## src/rtl/regfile_wb_arbiter.sv

```systemverilog
// Round-robin writeback arbiter for a single register-file write port, with a
// registered write stage, same-cycle read forwarding and a saturating stall counter.
module regfile_wb_arbiter #(
   parameter int STALL_CNT_W = 16
) (
   input  logic                   clk,
   input  logic                   rst,
   input  logic                   hold,
   input  logic                   clr_stats,
   input  logic                   req0_valid,
   output logic                   req0_ready,
   input  logic [4:0]             req0_addr,
   input  logic [31:0]            req0_data,
   input  logic                   req1_valid,
   output logic                   req1_ready,
   input  logic [4:0]             req1_addr,
   input  logic [31:0]            req1_data,
   output logic                   wr_ena,
   output logic [4:0]             wr_addr,
   output logic [31:0]            wr_data,
   input  logic [4:0]             rd_addr0,
   input  logic [4:0]             rd_addr1,
   input  logic [31:0]            rf_rd_data0,
   input  logic [31:0]            rf_rd_data1,
   output logic [31:0]            fwd_data0,
   output logic [31:0]            fwd_data1,
   output logic [STALL_CNT_W-1:0] stall_count
);

   localparam logic [STALL_CNT_W-1:0] CNT_ONE = 1;

   logic                   last_grant_q, last_grant_d;
   logic                   wr_ena_q, wr_ena_d;
   logic [4:0]             wr_addr_q, wr_addr_d;
   logic [31:0]            wr_data_q, wr_data_d;
   logic [STALL_CNT_W-1:0] stall_q, stall_d;
   logic                   gnt0, gnt1, stalled;

   // On a tie, the requester that did not win last time is granted.
   always_comb begin
      // NOTE: every signal assigned in always_comb gets a default first so no latch is inferred.
      gnt0 = 1'b0;
      gnt1 = 1'b0;
      if (!hold) begin
         if (req0_valid && req1_valid) begin
            gnt0 = last_grant_q;
            gnt1 = !last_grant_q;
         end else begin
            gnt0 = req0_valid;
            gnt1 = req1_valid;
         end
      end
   end

   assign req0_ready = gnt0;
   assign req1_ready = gnt1;
   assign stalled    = (req0_valid && !gnt0) || (req1_valid && !gnt1);

   always_comb begin
      last_grant_d = last_grant_q;
      wr_ena_d     = 1'b0;
      wr_addr_d    = wr_addr_q;
      wr_data_d    = wr_data_q;
      if (gnt0) begin
         last_grant_d = 1'b0;
         if (req0_addr != 5'd0) begin
            wr_ena_d  = 1'b1;
            wr_addr_d = req0_addr;
            wr_data_d = req0_data;
         end
      end else if (gnt1) begin
         last_grant_d = 1'b1;
         if (req1_addr != 5'd0) begin
            wr_ena_d  = 1'b1;
            wr_addr_d = req1_addr;
            wr_data_d = req1_data;
         end
      end

      if (clr_stats) begin
         stall_d = '0;
      end else if (stalled && (stall_q != '1)) begin
         stall_d = stall_q + CNT_ONE;
      end else begin
         stall_d = stall_q;
      end
   end

   always_ff @(posedge clk or negedge rst) begin
      // NOTE: sequential state uses non-blocking assignments so all flops update together.
      if (!rst) begin
         last_grant_q <= 1'b1;
         wr_ena_q     <= 1'b0;
         wr_addr_q    <= 5'd0;
         wr_data_q    <= 32'd0;
         stall_q      <= '0;
      end else begin
         last_grant_q <= last_grant_d;
         wr_ena_q     <= wr_ena_d;
         wr_addr_q    <= wr_addr_d;
         wr_data_q    <= wr_data_d;
         stall_q      <= stall_d;
      end
   end

   assign wr_ena      = wr_ena_q;
   assign wr_addr     = wr_addr_q;
   assign wr_data     = wr_data_q;
   assign stall_count = stall_q;

   assign fwd_data0 = (wr_ena_q && (wr_addr_q == rd_addr0) && (rd_addr0 != 5'd0)) ? wr_data_q : rf_rd_data0;
   assign fwd_data1 = (wr_ena_q && (wr_addr_q == rd_addr1) && (rd_addr1 != 5'd0)) ? wr_data_q : rf_rd_data1;

endmodule

```

## config.mk

```make
export PLATFORM = sky130hd
export DESIGN_NAME = regfile_wb_arbiter
export DESIGN_NICKNAME = d
export VERILOG_FILES = /design/src/rtl/regfile_wb_arbiter.sv
export SDC_FILE = /design/constraint.sdc
export NUM_CORES = 1
export LEC_CHECK = 0
export BUFFER_PORTS_ARGS = -buffer_cell sky130_fd_sc_hd__buf_2
export CAP_MARGIN = 40
export CORE_ASPECT_RATIO = 1.1
export CORE_MARGIN = 1.5
export CORE_UTILIZATION = 39
export DETAILED_ROUTE_END_ITERATION = 10
export HOLD_SLACK_MARGIN = 0.05
export PLACE_DENSITY_LB_ADDON = 0.1
export SLEW_MARGIN = 20
export SYNTH_ARGS = -nofsm -noshare
export SYNTH_HDL_FRONTEND = slang
export SYNTH_SLANG_ARGS = --single-unit
export TNS_END_PERCENT = 1
```

## constraint.sdc

```tcl
create_clock -name clk -period 1.72 [get_ports clk]
set_input_delay 0.172 -clock clk [delete_from_list [all_inputs] [get_ports clk]]
set_output_delay 0.172 -clock clk [all_outputs]
set_load 0.02 [all_outputs]
```

==> out/metrics.cfg, run 1 <==
[die]
num_rows=39
pin_count=274
die_w_um=102.5
die_h_um=112.5
dieArea_um2=11530
fp.coreArea_um2=10490
start_util=0.4050

[route]
drc=0
vias=3857
wire_per_inst_um=16.73
wirelength_um=13000
drtPass1Iterations=4
ant_nets=0
drt_iter0_markers=62
avgViaCountPerCell=4.964

[flow_run]
drv_cap=0

[clocking]
clk_latency_ns=0.29
cts_buffers=5
cts.sink_count=55
clock_path_buffers=2
cts_tree=yes
clkSlewWorstSetupHoldPaths_ns=0.07
htree_levels=2
root_buffer=clkbuf_16

[critical_path]
critPathLaunchType=register
cp_slowest_cell=dfrtp_2
end_kind=output port
criticalPathCategory=reg -> out
path_cells=xor2_1, nor3_2, and4_4, buf_12, mux2_2, buf_2
cp_max_fo=12
crit_family=simple AND/OR/NAND/NOR gates
max_stage_delay_ns=0.45
required_ns=1.55
crit_buf_inv=2
r2r_cells=5
critPathArrivalTime_ns=2.05
path_depth=6

[yosys]
yosys.area.top_type=dfrtp_1
synthMuxAreaShare=0.4488
synth-edff-count=0
async_flop_share=1.000
ys_warn_count=0
synth_top_family_by_area=multiplexers
synth_fp_nets=488
ys_ff_latch=55
synth_area_leaders=dfrtp_1, mux2_4, mux2_2, buf_12, buf_6
synthAdderAreaFrac=0.005595
seq_area_frac_synth=0.3242
yosys.area.top_type_share=0.3180
yosys.cell_types.count=44
synth_ff_type=dfrtp_1
synth-compound-area-share=0.04564
synthesis.area_um2=4249
synth_xor_xnor_area_share=0.01649
avgSynthCellArea_um2=12.76
yosys.area_share.simple=0.09923
synthCells=333

[pwr]
p_leak_nw=3.286
p_seq_frac=0.361
pwr-share-comb=0.409
pwr-share-clk=0.230
switchingPower_mw=1.667
p_int_mw=3.276
peakVddDrop_uv=452.4
power_density_nw_per_um2=757.1
switching_share=0.3372
p_total_mw=4.943

[timing]
fin_crit_ns=2.223
drv_slew=0
finClkSkew_ns=0.003534
fin_setup_tns_ns=-30.42
rsz0062_at_grt=true
post-route-period-util=1.292
fin_ws_ns=-0.5028
setup_viol=97
slew_headroom=0.7310
fmax_ghz=0.4499
worstMarginPinSlew_ns=0.4034
hold_viol_final=0

[global_route]
grt_pass1_wl_um=19040
grt_pass1_vias=3754
grt_usage=0.2109
overflow=0
grt_max_degree=56
antenna_found_initial=0

[place]
place_hpwl_um=9874
io_buffers=273
gp_congestion=0.8159

[layout]
final_nets=788
area_growth_pct=53.65
drive_above_1_share=0.7697
diodes=0
post-route-util=0.6223

[worst_hold_path]
hold_path_depth=3
hold_path_class=in -> reg

[status]
violations=setup timing
status=finished with violations

==> cell families after synthesis <==
logic type,Yosys count
compound gates,32
xor+xnor,8
fa+ha+maj,2
buf+inv,24
flops,55
mux,143
simple gates,69
==> path summary, 6_finish.rpt <==
| kind | end | slack (ns) | from |
|---|---|---|---|
| max in group asynchronous | last_grant_q | 1.01 | rst |
| worst max register to register | wr_data[31] | -0.08 | last_grant_q |
| worst min-delay path | last_grant_q | 0.19 | req1_valid |
| worst min register to register | wr_data[26] | 0.56 | wr_data[26] |
| min in group asynchronous | stall_count[14] | 0.41 | rst |
| worst max-delay path | fwd_data0[0] | -0.50 | wr_addr[2] |
==> cell usage in the layout, fill, tap and decap left out, types with 2 or more instances in the layout <==
master | netlist | routed
buf_2 | 3 | 240
mux2_4 | 79 | 113
dfrtp_1 | 54 | 47
buf_4 | 1 | 37
mux2_2 | 63 | 29
buf_6 | 8 | 26
nand2_1 | 12 | 12
a21oi_1 | 12 | 11
nor2_1 | 8 | 8
buf_12 | 6 | 7
dfrtp_2 | 0 | 7
xor2_1 | 6 | 6
nor3_1 | 7 | 6
o31ai_1 | 6 | 6
or4_1 | 5 | 5
clkbuf_16 | 0 | 5
o21ai_1 | 4 | 4
nand4_1 | 4 | 4
nand3_1 | 5 | 4
o21ai_0 | 4 | 4
nor2b_1 | 4 | 4
and4_4 | 1 | 3
nor4_2 | 1 | 3
inv_1 | 4 | 3
or3_1 | 3 | 3
and4_1 | 5 | 3
nand2b_1 | 2 | 2
or2_4 | 0 | 2
xnor2_1 | 2 | 2
and3_1 | 3 | 2
clkbuf_1 | 2 | 2
buf_16 | 0 | 2
==> area by class of cell <==
class / count / area (µm²)
timing repair buffer: 313 / 1977
clock inverter: 1 / 30.03
fill: 859 / 3963
inverter: 4 / 15.01
clock buffer: 7 / 132.6
multi-input combinational: 254 / 2809
sequential: 55 / 1386
tap: 143 / 178.9
==> metal layers <==
metal / vias to the layer above / global-route usage / wire (µm)
met2: 152 / 0.3956 / 6892
met3: 11 / 0.03798 / 783
met4: 0 / 0.03836 / 116
met1: 1852 / 0.2481 / 5210
li1: 1842 / - / -
met5: - / 0 / 0
==> through the flow <==
stage | setup slack, ns | instances | hold WS (ns) | area, µm²
after floorplan | -0.06188 | 333 | -0.1236 | 4260
after global placement | -0.2188 | 766 | 0.1934 | 5942
after detailed placement | -0.2430 | 766 | 0.2013 | 5942
after CTS | -0.5228 | 777 | 0.1888 | 6291
after global routing | -0.5847 | 777 | 0.2297 | 6529
final | -0.5028 | 777 | 0.1912 | 6529
==> synth_stat cells, types with 3 or more instances <==
| library cell | n |
|---|---|
| a21oi_1 | 12 |
| and3_1 | 3 |
| and4_1 | 5 |
| buf_12 | 6 |
| buf_2 | 3 |
| buf_6 | 8 |
| dfrtp_1 | 54 |
| inv_1 | 4 |
| mux2_2 | 63 |
| mux2_4 | 79 |
| nand2_1 | 12 |
| nand3_1 | 5 |
| nand4_1 | 4 |
| nor2_1 | 8 |
| nor2b_1 | 4 |
| nor3_1 | 7 |
| nor4_1 | 3 |
| o21ai_0 | 4 |
| o21ai_1 | 4 |
| o31ai_1 | 6 |
| or3_1 | 3 |
| or4_1 | 5 |
| xor2_1 | 6 |
==> power by group through the flow <==
stage / logic (mW) / registers [mW] / clock network, mW
CTS: 1.92 / 1.79 / 1.17
global route: 2.14 / 1.83 / 1.23
floorplan: 0.853 / 2.03 / 0
finish: 2.02 / 1.79 / 1.13
global placement: 1.82 / 1.79 / 0
detailed placement: 1.84 / 1.81 / 0
==> worst register-to-register path: stages (launching register included) <==
cell and delay (ns):
dfstp_2 0.54, inv_2 0.04, a21oi_4 0.26, buf_12 0.22, mux2_2 0.36, mux2_2 0.27
==> state kept, by name, indices dropped and copies added, names as in the netlist <==
| signal | flops |
|---|---|
| wr_ena | 1 |
| wr_data | 32 |
| stall_count | 16 |
| wr_addr | 5 |
| last_grant_q | 1 |
==> what timing repair did <==
action / 4_1_cts / 5_1_grt
hold buffers: 1 / 0
pin swaps: 7 / 2
resized for setup: 41 / 69
gates cloned: 2 / 0
buffers inserted: 0 / 0
endpoints found under the hold margin: 54 / 0
setup endpoints to repair: 101 / 112
No activity file was read; power rests on OpenSTA's default activity.
==> run 2, diff against run 1 <==
==> constraint.sdc (replaced) <==
create_clock -name clk -period 1.72 [get_ports clk]
set_input_delay 0.172 -clock clk [delete_from_list [all_inputs] [get_ports clk]]
set_output_delay 0.172 -clock clk [all_outputs]
set_load 0.01 [all_outputs]
==> out/metrics.cfg, run 2 (synthesized netlist as in run 1, its figures left out) <==
[pwr]
pwr-share-clk=0.224  ; -0.006
peakVddDrop_uv=383.7  ; -15%
power_density_nw_per_um2=695.7  ; -8.1%
p_total_mw=4.568  ; -7.6%
switching_share=0.3081  ; -0.02905
p_int_mw=3.161  ; -3.5%
pwr-share-comb=0.385  ; -0.024
switchingPower_mw=1.408  ; -16%
p_seq_frac=0.391  ; +0.030
p_leak_nw=3.234  ; -1.6%

[critical_path]
crit_buf_inv=2  ; unchanged
cp_slowest_cell=dfrtp_2
criticalPathCategory=reg -> out
crit_family=simple AND/OR/NAND/NOR gates
path_depth=6  ; unchanged
path_cells=xor2_1, nor3_1, and4_4, clkbuf_16, mux2_4, buf_6
end_kind=output port
critPathLaunchType=register
cp_max_fo=6  ; -6
r2r_cells=5  ; unchanged
required_ns=1.55  ; about the same
max_stage_delay_ns=0.44  ; about the same
critPathArrivalTime_ns=2.05  ; about the same

[global_route]
overflow=0  ; unchanged
grtUsageMet3=0.04110  ; +0.003113
grt_pass1_vias=3912  ; +4.2%
antenna_found_initial=0  ; unchanged
grtUsageMet2=0.3969  ; +0.001325
grt_max_degree=56  ; unchanged
grt_usage=0.2119  ; +0.0009517
grt_pass1_wl_um=19330  ; +1.6%
grt_use_met1=0.2412  ; -0.006948
grt_busiest_layer=met2

[layout]
diodes=0  ; unchanged
layout_commonest_cell=buf_2
multiInputGateArea_um2=2730  ; -2.8%
drive_above_1_share=0.7675  ; -0.002200
largest_register_ffs=32  ; unchanged
final_nets=782  ; -0.76%
post-route-util=0.6259  ; +0.003578
final_cell_mix=buf_2, mux2_4, buf_6, mux2_2, dfrtp_1
stdcell_count=771  ; -0.77%
regArea_um2=1384  ; -0.18%
fill_cells=879  ; +2.3%
area_growth_pct=54.53
finish.instance_area_um2=6566  ; +0.57%

[die]
fp.coreArea_um2=10490  ; unchanged
die_w_um=102.5  ; unchanged
pin_count=274  ; unchanged
dieArea_um2=11530  ; unchanged
start_util=0.4050  ; unchanged
num_rows=39  ; unchanged
die_h_um=112.5  ; unchanged

[clocking]
cts.sink_count=55  ; unchanged
cts_tree=yes
clk_latency_ns=0.29  ; about the same
clock_path_buffers=2  ; unchanged
cts_buffers=5  ; unchanged
htree_levels=2  ; unchanged
root_buffer=clkbuf_16
clkSlewWorstSetupHoldPaths_ns=0.07  ; about the same

[timing]
finClkSkew_ns=0.007420  ; +0.003885 ns
slew_headroom=0.7352  ; +0.004163
holdWs_ns=0.1801  ; -0.01114 ns
rsz0062_at_grt=true
hold_viol_final=0  ; unchanged
fin_ws_ns=-0.5001  ; +0.002664 ns
setup_viol=80  ; -18%
fin_setup_tns_ns=-29.65  ; +0.7720 ns
fin_crit_ns=2.220  ; -0.002664 ns
drv_slew=0  ; unchanged
fmax_ghz=0.4504  ; +0.12%
post-route-period-util=1.291  ; -0.001549
worstMarginPinSlew_ns=0.3972  ; -0.006244 ns

[worst_hold_path]
hold_path_class=in -> reg
hold_path_depth=3  ; unchanged

[route]
vias=3870  ; +0.34%
ant_nets=0  ; unchanged
drtPass1Iterations=6  ; +2
wirelength_um=13010  ; about the same
wire_per_inst_um=16.88  ; +0.86%
drc=0  ; unchanged
avgViaCountPerCell=5.019  ; +1.1%
drt_iter0_markers=120  ; +94%

[place]
pre_cts_ws_ns=-0.2237  ; +0.01932 ns
place_area_um2=5876  ; -1.1%
dpl.cell_count=759  ; -0.91%
gp_congestion=0.7994  ; -2.0%
io_buffers=273  ; unchanged
place_hpwl_um=9505  ; -3.7%

[status]
violations=setup timing
status=finished with violations

[flow_run]
drv_cap=0  ; unchanged

[run 2: changes by cell type in the layout (fill, tap and decap cells not counted), sizes merged]
cell	change
buf	-7
bufinv	-1
clkbuf	+1
clkinv	+1
[run 2: layout make-up]
type                    count  area share
clock inverters             1   0.0007622
multi-input cells         254      0.4158
flip-flops and latches     55      0.2107
clock buffers               7     0.02172
well taps                 143     0.02725
inverters                   4    0.002287
repair buffers            307      0.3215
[run 2: path summary, 6_finish.rpt]
| check | start | endpoint | slack, ns |
|---|---|---|---|
| worst max-delay path | wr_addr[3] | fwd_data1[14] | -0.50 |
| worst min-delay path | hold | last_grant_q | 0.18 |
| worst max register to register | last_grant_q | wr_addr[2] | -0.02 |
| worst min register to register | wr_data[22] | wr_data[22] | 0.57 |
| max in group asynchronous | rst | wr_addr[3] | 1.02 |
| min in group asynchronous | rst | stall_count[2] | 0.39 |
[run 2: layer usage]
metal	routed length (µm)	vias up
li1	-	1832
met1	5122	1864
met2	6875	154
met3	786	20
met4	229	0
met5	0	-
[run 2: power groups by stage]
stage	Combinational (mW)	Clock (mW)	Sequential (mW)
2_1_floorplan	0.769	0	1.86
3_3_place_gp	1.56	0	1.79
3_5_place_dp	1.58	0	1.80
4_1_cts	1.74	1.06	1.78
5_1_grt	1.89	1.12	1.83
6_report	1.76	1.02	1.79
[run 2: what timing repair did]
item,CTS,global route
pin swaps,7,4
setup buffers,0,0
endpoints found under the hold margin,54,0
setup endpoints to repair,101,109
hold buffers,1,0
cloned,2,1
resized for setup,62,25
[run 2: tightest hold or removal path, delay by kind of cell]
family / cells / cell delay (ns)
buf+inv: 1 / 0.09
compound gates: 1 / 0.08
simple gates: 1 / 0.12
